File: src/rtl/sdi_pos_scatter.sv
// sdi_pos_scatter: on a trigger, sweeps the SDI link DPRAM over a run-time
// cell x slot grid and scatters the leading slots of each cell into the X
// (even slot) and Y (odd slot) position BRAMs, then pulses done to start the
// downstream matrix calculation.
module sdi_pos_scatter #(
    parameter int ADDR_W    = 10,
    parameter int DATA_W    = 32,
    parameter int BRAM_AW   = 9,
    parameter int MAX_CELLS = 30,
    parameter int CNT_W     = 5,
    parameter int RD_LAT    = 2
) (
    input  logic                 clk,
    input  logic                 reset,
    input  logic                 trig,
    input  logic [ADDR_W-1:0]    base_addr,
    input  logic [CNT_W-1:0]     cell_count,
    input  logic [CNT_W-1:0]     slots_per_cell,
    input  logic [CNT_W-1:0]     fofb_slots,
    input  logic [MAX_CELLS-1:0] cell_mask,
    output logic                 ram_rd,
    output logic [ADDR_W-1:0]    ram_addr,
    input  logic [DATA_W-1:0]    ram_data,
    output logic                 x_wr,
    output logic                 y_wr,
    output logic [BRAM_AW-1:0]   x_addr,
    output logic [BRAM_AW-1:0]   y_addr,
    output logic [DATA_W-1:0]    x_data,
    output logic [DATA_W-1:0]    y_data,
    output logic [CNT_W-1:0]     cell_cnt,
    output logic                 busy,
    output logic                 done,
    output logic                 overrun
);

    typedef enum logic [1:0] {IDLE, READ, DRAIN, DONE} state_t;

    state_t                 state_reg, state_next;

    logic [CNT_W-1:0]       cells_reg;
    logic [CNT_W-1:0]       slots_reg;
    logic [CNT_W-1:0]       fofb_reg;
    logic [MAX_CELLS-1:0]   mask_reg;
    logic [CNT_W-1:0]       slot_reg;
    logic [CNT_W-1:0]       cell_reg;
    logic [ADDR_W-1:0]      addr_reg;
    logic [BRAM_AW-1:0]     xbase_reg, ybase_reg;
    logic [BRAM_AW-1:0]     xstep_reg, ystep_reg;
    logic [2:0]             drain_reg;
    logic                   overrun_reg;

    logic [CNT_W-1:0]       cells_clamp, fofb_clamp;
    logic [CNT_W:0]         xstep_wide, ystep_wide;
    logic                   zero_cfg;
    logic                   last_slot, last_cell;

    logic                   issue_wr, issue_odd;
    logic [BRAM_AW-1:0]     issue_addr;

    logic                   out_wr, out_odd;
    logic [BRAM_AW-1:0]     out_addr;

    // Clamp the incoming configuration and derive per-cell BRAM strides
    always_comb begin
        cells_clamp = cell_count;
        if (int'(cell_count) > MAX_CELLS)
            cells_clamp = CNT_W'(MAX_CELLS);
        fofb_clamp = (fofb_slots > slots_per_cell) ? slots_per_cell : fofb_slots;
        xstep_wide = ({1'b0, fofb_clamp} + (CNT_W+1)'(1)) >> 1;
        ystep_wide = {1'b0, fofb_clamp} >> 1;
        zero_cfg   = (cell_count == '0) || (slots_per_cell == '0);
        last_slot  = (slot_reg == slots_reg - CNT_W'(1));
        last_cell  = (cell_reg == cells_reg - CNT_W'(1));
    end

    // State register
    always_ff @(posedge clk) begin
        if (reset)
            state_reg <= IDLE;
        else
            state_reg <= state_next;
    end

    // Next-state logic: a trig is only accepted from IDLE
    always_comb begin
        state_next = state_reg;
        case (state_reg)
            IDLE:    if (trig) state_next = zero_cfg ? DONE : READ;
            READ:    if (last_slot && last_cell) state_next = DRAIN;
            DRAIN:   if (drain_reg == 3'(RD_LAT - 1)) state_next = DONE;
            DONE:    state_next = IDLE;
            default: state_next = IDLE;
        endcase
    end

    // Configuration latch, read address and slot/cell counters
    always_ff @(posedge clk) begin
        if (reset) begin
            cells_reg <= '0;
            slots_reg <= '0;
            fofb_reg  <= '0;
            mask_reg  <= '0;
            slot_reg  <= '0;
            cell_reg  <= '0;
            addr_reg  <= '0;
            xbase_reg <= '0;
            ybase_reg <= '0;
            xstep_reg <= '0;
            ystep_reg <= '0;
            drain_reg <= '0;
        end else begin
            case (state_reg)
                IDLE: begin
                    if (trig) begin
                        cells_reg <= cells_clamp;
                        slots_reg <= slots_per_cell;
                        fofb_reg  <= fofb_clamp;
                        mask_reg  <= cell_mask;
                        slot_reg  <= '0;
                        cell_reg  <= '0;
                        addr_reg  <= base_addr;
                        xbase_reg <= '0;
                        ybase_reg <= '0;
                        xstep_reg <= BRAM_AW'(xstep_wide);
                        ystep_reg <= BRAM_AW'(ystep_wide);
                        drain_reg <= '0;
                    end
                end
                READ: begin
                    addr_reg <= addr_reg + ADDR_W'(1);
                    if (last_slot) begin
                        slot_reg <= '0;
                        if (!last_cell) begin
                            cell_reg  <= cell_reg + CNT_W'(1);
                            xbase_reg <= xbase_reg + xstep_reg;
                            ybase_reg <= ybase_reg + ystep_reg;
                        end
                    end else begin
                        slot_reg <= slot_reg + CNT_W'(1);
                    end
                end
                DRAIN:   drain_reg <= drain_reg + 3'd1;
                default: ;
            endcase
        end
    end

    // Sticky overrun: set by a trig that arrives while busy, cleared on accept
    always_ff @(posedge clk) begin
        if (reset)
            overrun_reg <= 1'b0;
        else if (trig)
            overrun_reg <= (state_reg != IDLE);
    end

    // Tag of the word being requested this cycle; masked cells keep their address slot
    always_comb begin
        issue_wr   = (state_reg == READ) && (slot_reg < fofb_reg) && mask_reg[cell_reg];
        issue_odd  = slot_reg[0];
        issue_addr = (slot_reg[0] ? ybase_reg : xbase_reg) + BRAM_AW'(slot_reg >> 1);
    end

    // Tag delay line matching the DPRAM read latency
    genvar gi;
    generate
        for (gi = 0; gi < RD_LAT; gi++) begin : g_pipe
            logic               tag_wr_reg;
            logic               tag_odd_reg;
            logic [BRAM_AW-1:0] tag_addr_reg;
            if (gi == 0) begin : g_head
                // First stage captures the tag issued with ram_rd
                always_ff @(posedge clk) begin
                    if (reset) begin
                        tag_wr_reg   <= 1'b0;
                        tag_odd_reg  <= 1'b0;
                        tag_addr_reg <= '0;
                    end else begin
                        tag_wr_reg   <= issue_wr;
                        tag_odd_reg  <= issue_odd;
                        tag_addr_reg <= issue_addr;
                    end
                end
            end else begin : g_tail
                // Later stages shift the tag one step further
                always_ff @(posedge clk) begin
                    if (reset) begin
                        tag_wr_reg   <= 1'b0;
                        tag_odd_reg  <= 1'b0;
                        tag_addr_reg <= '0;
                    end else begin
                        tag_wr_reg   <= g_pipe[gi-1].tag_wr_reg;
                        tag_odd_reg  <= g_pipe[gi-1].tag_odd_reg;
                        tag_addr_reg <= g_pipe[gi-1].tag_addr_reg;
                    end
                end
            end
        end
    endgenerate

    // Steer the returning word to X or Y; idle outputs are held at zero
    always_comb begin
        out_wr   = g_pipe[RD_LAT-1].tag_wr_reg;
        out_odd  = g_pipe[RD_LAT-1].tag_odd_reg;
        out_addr = g_pipe[RD_LAT-1].tag_addr_reg;
        x_wr     = out_wr && !out_odd;
        y_wr     = out_wr && out_odd;
        x_addr   = x_wr ? out_addr : '0;
        y_addr   = y_wr ? out_addr : '0;
        x_data   = x_wr ? ram_data : '0;
        y_data   = y_wr ? ram_data : '0;
        ram_rd   = (state_reg == READ);
        ram_addr = ram_rd ? addr_reg : '0;
        cell_cnt = cell_reg;
        busy     = (state_reg != IDLE);
        done     = (state_reg == DONE);
        overrun  = overrun_reg;
    end

endmodule

File: config.mk
export PLATFORM = sky130hd
export DESIGN_NAME = sdi_pos_scatter
export DESIGN_NICKNAME = d
export VERILOG_FILES = /design/src/rtl/sdi_pos_scatter.sv
export SDC_FILE = /design/constraint.sdc
export NUM_CORES = 1
export LEC_CHECK = 0
export CORE_UTILIZATION = 48
export CTS_CLUSTER_SIZE = 28
export DETAILED_ROUTE_END_ITERATION = 8
export PLACE_DENSITY = 0.9
export SETUP_SLACK_MARGIN = 0.3
export SLEW_MARGIN = 20
export SYNTH_ARGS = -nofsm -noshare
export SYNTH_HDL_FRONTEND = slang
export SYNTH_SLANG_ARGS = --single-unit
File: constraint.sdc
create_clock -name clk -period 3.1 [get_ports clk]
set_input_delay 0.31 -clock clk [delete_from_list [all_inputs] [get_ports clk]]
set_output_delay 0.31 -clock clk [all_outputs]
set_load 0.005 [all_outputs]
==> flow_summary.toml, run 1 <==
[synth]
yosysTopAreaCellShare = 0.3512
synth-edff-count = 0
syn-cell-area_um2 = 6613
synth_area_per_cell_um2 = 8.144
synth.distinct_cells = 58
yosysWarnings = 0
syn-num-nets = 939
synthTopCellsByArea = "dfxtp_1 35%, ha_1 6.4%, nand2_1 6.3%"
synth_common_cells = "116 x dfxtp_1, 111 x nand2_1, 83 x a21oi_1"
synth_most_common_cell = "dfxtp_1"
async_flop_share = 0
synthCells = 812
ys.flop_type = "dfxtp_1"
synth_seq_area_share = 0.3512
ys_ff_latch = 116
yosysTopAreaCell = "dfxtp_1"

[routing]
wl_per_cell_um = 16.07
firstDrtPassIters = 5
drt-initial-drc-count = 491
drc = 0
ant_nets = 0
routed_wl_um = 18890
via_per_inst = 5.619
vias = 6602

[hold_path]
min_path_type = "in2reg"
worstHoldStart = "reset"

[power]
total_power_uw = 5355
p_clk_frac = 0.354
p_switching_uw = 1872
pwr-share-seq = 0.349
p_comb_frac = 0.297
swShare = 0.3496
p_leak_uw = 0.003694
cellPowerDensity_nw_per_um2 = 579.2
p_int_uw = 3483
ir_worst_vdd_mv = 0.4378

[setup_path]
start_kind = "input pin"
cp.arrival_ps = 2970
critPathCaptureType = "flip-flop"
crit_start = "slots_per_cell[1]"
critPathRequiredTime_ps = 3440
reg2reg_from = "slots_reg[0]"
critical_path_class = "in2reg"
cp_max_fo = 6

[sta]
rsz0062_at_grt = "yes"
setup_viol = 0
hold_viol = 0
timing.fmax_mhz = 380.3
maxSlewHeadroom = 0.3647
clock_skew_ps = 8.805
tightest_slew_ps = 946.6
slew_violations = 0
setup_tns_ps = 0
period_needed_ps = 2629
post-route-period-util = 0.8481

[grt]
grt.overflow.total = 0
grt_first_pass_wirelength_um = 30080
grtUsageTotal = 0.2665
antenna_found_initial = 0
grt_pass1_vias = 6131
grt_max_degree = 74

[outcome]
status = "finished clean"

[clock_tree]
ctsHoldBuffers = 0
clk_pin_slew_ps = 60
clk_latency_ps = 420
clock-sinks = 116
cts_setup_buffers = 0
cts_made_buffers = 17
cts_buffer_depth = 2
cts_tree = "built"
h-tree-depth = 4
root_buffer = "clkbuf_16"

[place]
place_area_um2 = 8661
io_buffers = 192
gp_congestion = 0.8452
dp_cells = 1143
dpl.hpwl_um = 13310

[cells_and_area]
areaGrowthSynthToFinish_pct = 39.81
nets = 1113
design_area_um2 = 9245
num-fill-cells = 1032
num_antenna_cells = 0
stdcell_count = 1175
drive_gt1_frac = 0.07808
largest_reg_flops = 30

[floorplanning]
core_um2 = 13350
die_height_um = 119.4
die_area_um2 = 14250
start_util = 0.4954
die_w_um = 119.4
io_pins = 193
rows = 42

[run]
cap_violations = 0
## cell type report
| class | instances | area [µm²] | share of cell area |
|---|---|---|---|
| multi-input cells | 605 | 3933 | 0.4254 |
| flip-flops and latches | 116 | 2322 | 0.2512 |
| repair buffers | 211 | 2059 | 0.2228 |
| clock buffers | 19 | 452.9 | 0.04899 |
| well taps | 176 | 220.2 | 0.02382 |
| inverters | 35 | 131.4 | 0.01421 |
| clock inverters | 13 | 126.4 | 0.01367 |
## final timing paths
check                                   end  slack, ps  cells after the start
hold / removal    g_pipe[0].tag_addr_reg[6]        380                      3
hold reg to reg   g_pipe[1].tag_addr_reg[1]        430                      1
setup reg to reg               xbase_reg[4]        580                      8
setup / recovery               xstep_reg[3]        470                     12
## stage by stage
step / hold slack [ps] / worst slack, ps / util
global placement: 416.6 / 179.9 / 0.6489
global route: 392.6 / 270.3 / 0.6926
finish: 382.4 / 470.8 / 0.6926
detailed placement: 420.4 / 66.45 / 0.6489
CTS: 373.1 / 461.7 / 0.6923
floorplan: 413.8 / 545.4 / -
## logic make-up (layout without fill, tap and decap cells)
group / Yosys count / after routing / synth area share
flip-flops: 116 / 116 / 0.3512
adder cells (fa/ha/maj): 37 / 37 / 0.07342
XOR/XNOR: 25 / 25 / 0.03311
multiplexers: 29 / 29 / 0.06036
AND/OR/NAND/NOR: 335 / 335 / 0.2588
buffers and inverters: 91 / 278 / 0.05544
AO/OA/AOI/OAI: 179 / 179 / 0.1676
## power by group through the flow
stage	Sequential [µW]	Clock, µW	Combinational, µW
after floorplan	1830	0	1090
after global placement	1880	0	1500
after detailed placement	1890	0	1550
after CTS	1860	1920	1570
after global routing	1890	1980	1750
final	1870	1900	1590
## critical path: stages
cell and delay (ps):
clkdlybuf4s50_1 580, inv_1 70, ha_1 290, nand4_1 140
o221ai_1 320, o21ai_2 160, mux2_2 320, ha_1 210
nor3_1 240, nor2b_1 170, a31oi_1 50, o211ai_1 100
## layer usage
metal | GRT usage | wire length (µm)
met5 | 0 | 0
met4 | 0.1000 | 453
met3 | 0.06753 | 1293
met2 | 0.4916 | 9764
met1 | 0.2910 | 7377
## cells in the final DEF, fill, tap and decap left out, types with 4 or more instances in the layout
| cell | instances |
|---|---|
| nand2_1 | 111 |
| and3_1 | 44 |
| mux2_2 | 7 |
| nand2b_1 | 6 |
| clkinv_4 | 4 |
| nand3_1 | 18 |
| clkbuf_16 | 17 |
| or3_1 | 12 |
| xnor2_1 | 14 |
| nor2b_1 | 19 |
| a31o_2 | 5 |
| a22oi_1 | 4 |
| a21oi_1 | 83 |
| a21o_1 | 7 |
| clkinvlp_4 | 4 |
| or4_1 | 6 |
| mux4_2 | 8 |
| nor3_1 | 8 |
| dfxtp_1 | 116 |
| nor2_1 | 41 |
| o31ai_1 | 7 |
| and2_1 | 49 |
| o21ai_0 | 25 |
| nand4_1 | 8 |
| buf_4 | 19 |
| o211ai_1 | 4 |
| xor2_1 | 11 |
| a211oi_1 | 12 |
| ha_1 | 34 |
| mux2i_1 | 14 |
| inv_1 | 34 |
| clkdlybuf4s50_1 | 191 |
## repair_timing
action | 4_1_cts | 5_1_grt
gates resized for setup | 0 | 2
hold endpoints to repair | 0 | 0
endpoints found under the setup margin | 0 | 4
Note: power is estimated with default switching activity, not from simulation.
==> run 2, diff against run 1 <==
==> constraint.sdc (replaced) <==
create_clock -name clk -period 2.5 [get_ports clk]
set_input_delay 0.25 -clock clk [delete_from_list [all_inputs] [get_ports clk]]
set_output_delay 0.25 -clock clk [all_outputs]
set_load 0.005 [all_outputs]
==> run 2 against run 1 <==
  * Combinational power grew 62%
  * Wire length grew 20%
  * Sequential power grew 25%
  * Via count grew 6.7%
  * Clock-buffer cell count grew 2
  * Sequential share of layout area shrank 1.7 points
  * Utilization grew 5.9 points
  * First-iteration DRC count grew 11%
  * Final cell count grew 3.0%
  * Highest routed layer unchanged
==> flow_summary.toml, run 2 (same netlist as run 1, synthesis figures left out) <==
[clock_tree]
root_buffer = "clkbuf_16"
clock-sinks = 116
clk_pin_slew_ps = 60
cts_buffer_depth = 2
clk_latency_ps = 420
cts_made_buffers = 17
h-tree-depth = 4
cts_tree = "built"
ctsHoldBuffers = 0

[floorplanning]
rows = 42
die_height_um = 119.4
die_w_um = 119.4
die_area_um2 = 14250
start_util = 0.4954
io_pins = 193
core_um2 = 13350

[setup_path]
crit_start = "slots_reg[0]"
regToRegEndpoint = "xbase_reg[8]"
cp.arrival_ps = 2720
start_kind = "flip-flop"
reg2reg_from = "slots_reg[0]"
reg2reg_slack_ps = 130
critical_path_class = "reg2reg"
critPathCaptureType = "flip-flop"
reg2regPathDepth = 9
critPathRequiredTime_ps = 2850
cp_max_fo = 7

[grt]
grt_pass1_vias = 6724
grt_first_pass_wirelength_um = 32720
grt_max_degree = 54
antenna_found_initial = 0
grtUsageTotal = 0.2892
grt.overflow.total = 0

[sta]
maxSlewHeadroom = 0.6087
slew_violations = 0
tightest_slew_ps = 580.8
period_needed_ps = 2366
timing.fmax_mhz = 422.6
hold_ws_ps = 162.1
post-route-period-util = 0.9465
hold_viol = 0
clock_skew_ps = 10.68
setup_viol = 0
setup_tns_ps = 0
rsz0062_at_grt = "yes"

[cells_and_area]
nets = 1148
stdcell_count = 1210
layout_commonest_cell = "clkdlybuf4s50_1"
design_area_um2 = 10030
areaGrowthSynthToFinish_pct = 51.73
num_antenna_cells = 0
largest_reg_flops = 30
final_cell_mix = "182 x clkdlybuf4s50_1, 111 x nand2_1, 105 x dfxtp_1"
drive_gt1_frac = 0.1683

[power]
ir_worst_vdd_mv = 0.4428
p_leak_uw = 0.004014
cellPowerDensity_nw_per_um2 = 718.9

[routing]
ant_nets = 0
drc = 0
firstDrtPassIters = 5
wl_per_cell_um = 18.69
routed_wl_um = 22610
drt-initial-drc-count = 546
via_per_inst = 5.824
vias = 7047

[run]
cap_violations = 0

[place]
dp_cells = 1159
gp_congestion = 0.8447
io_buffers = 192
dpl.hpwl_um = 13850
place_area_um2 = 8861

[hold_path]
whs_endpoint = "xstep_reg[0]"
worstHoldStart = "reset"
min_path_type = "in2reg"
min_path_cells = 2

[outcome]
status = "finished clean"
==> run 2: layout make-up <==
| type | count | area [µm²] |
|---|---|---|
| multi-input combinational | 605 | 4279 |
| fill | 873 | 3314 |
| timing repair buffer | 246 | 2500 |
| sequential | 116 | 2346 |
| clock buffer | 21 | 450.4 |
| clock inverter | 11 | 106.4 |
| tap | 176 | 220.2 |
| inverter | 35 | 131.4 |
==> run 2: power by group <==
group	leakage, µW	internal, µW	switching (µW)
sequential	0.000951	2110	233
combinational	0.00281	1140	1430
clock	0.000252	1390	908
==> run 2: metrics by stage <==
| step | worst slack, ps | total power, µW | util |
|---|---|---|---|
| after floorplan | 259.4 | 3635 | - |
| after global placement | -137.2 | 4262 | 0.6639 |
| after detailed placement | -280.7 | 4340 | 0.6639 |
| after CTS | 238.5 | 6903 | 0.7232 |
| after global routing | 79.36 | 7524 | 0.7517 |
| final | 133.7 | 7213 | 0.7517 |
==> run 2: worst max-delay path by stage <==
stage	endpoint	cells past startpoint
final	xbase_reg[8]	9
after detailed placement	xstep_reg[3]	12
after global placement	xstep_reg[3]	12
after floorplan	g_pipe[0].tag_addr_reg[6]	11
after CTS	xstep_reg[3]	12
after global routing	cell_cnt[1]	9
==> run 2: timing repair <==
item | CTS | global route
pin swaps | 15 | 22
setup endpoints to repair | 107 | 54
cloned | 2 | 2
buffers inserted | 5 | 10
gates resized for setup | 37 | 64
==> run 2: per-layer routing <==
layer | track usage | share of wire
met1 | 0.3130 | 0.37
met2 | 0.5327 | 0.52
met3 | 0.07232 | 0.078
met4 | 0.1195 | 0.032
met5 | 0 | 0
==> run 2: critical path, cell delays in order, from the launching register on <==
cell	delay, ps
dfxtp_2	320
buf_4	140
nor3_1	320
xnor2_1	230
o311ai_4	220
o21a_4	300
buf_12	130
buf_16	130
or3_1	360
a21oi_2	130
==> run 3, diff against run 2 <==
--- a/config.mk
+++ b/config.mk
@@ -5,6 +5,7 @@
 export SDC_FILE = /design/constraint.sdc
 export NUM_CORES = 1
 export LEC_CHECK = 0
+export CAP_MARGIN = 40
 export CORE_UTILIZATION = 48
 export CTS_CLUSTER_SIZE = 28
 export DETAILED_ROUTE_END_ITERATION = 8
==> results of run 3 <==
Same layout as run 2: the final DEF is identical, and so are final timing and power.
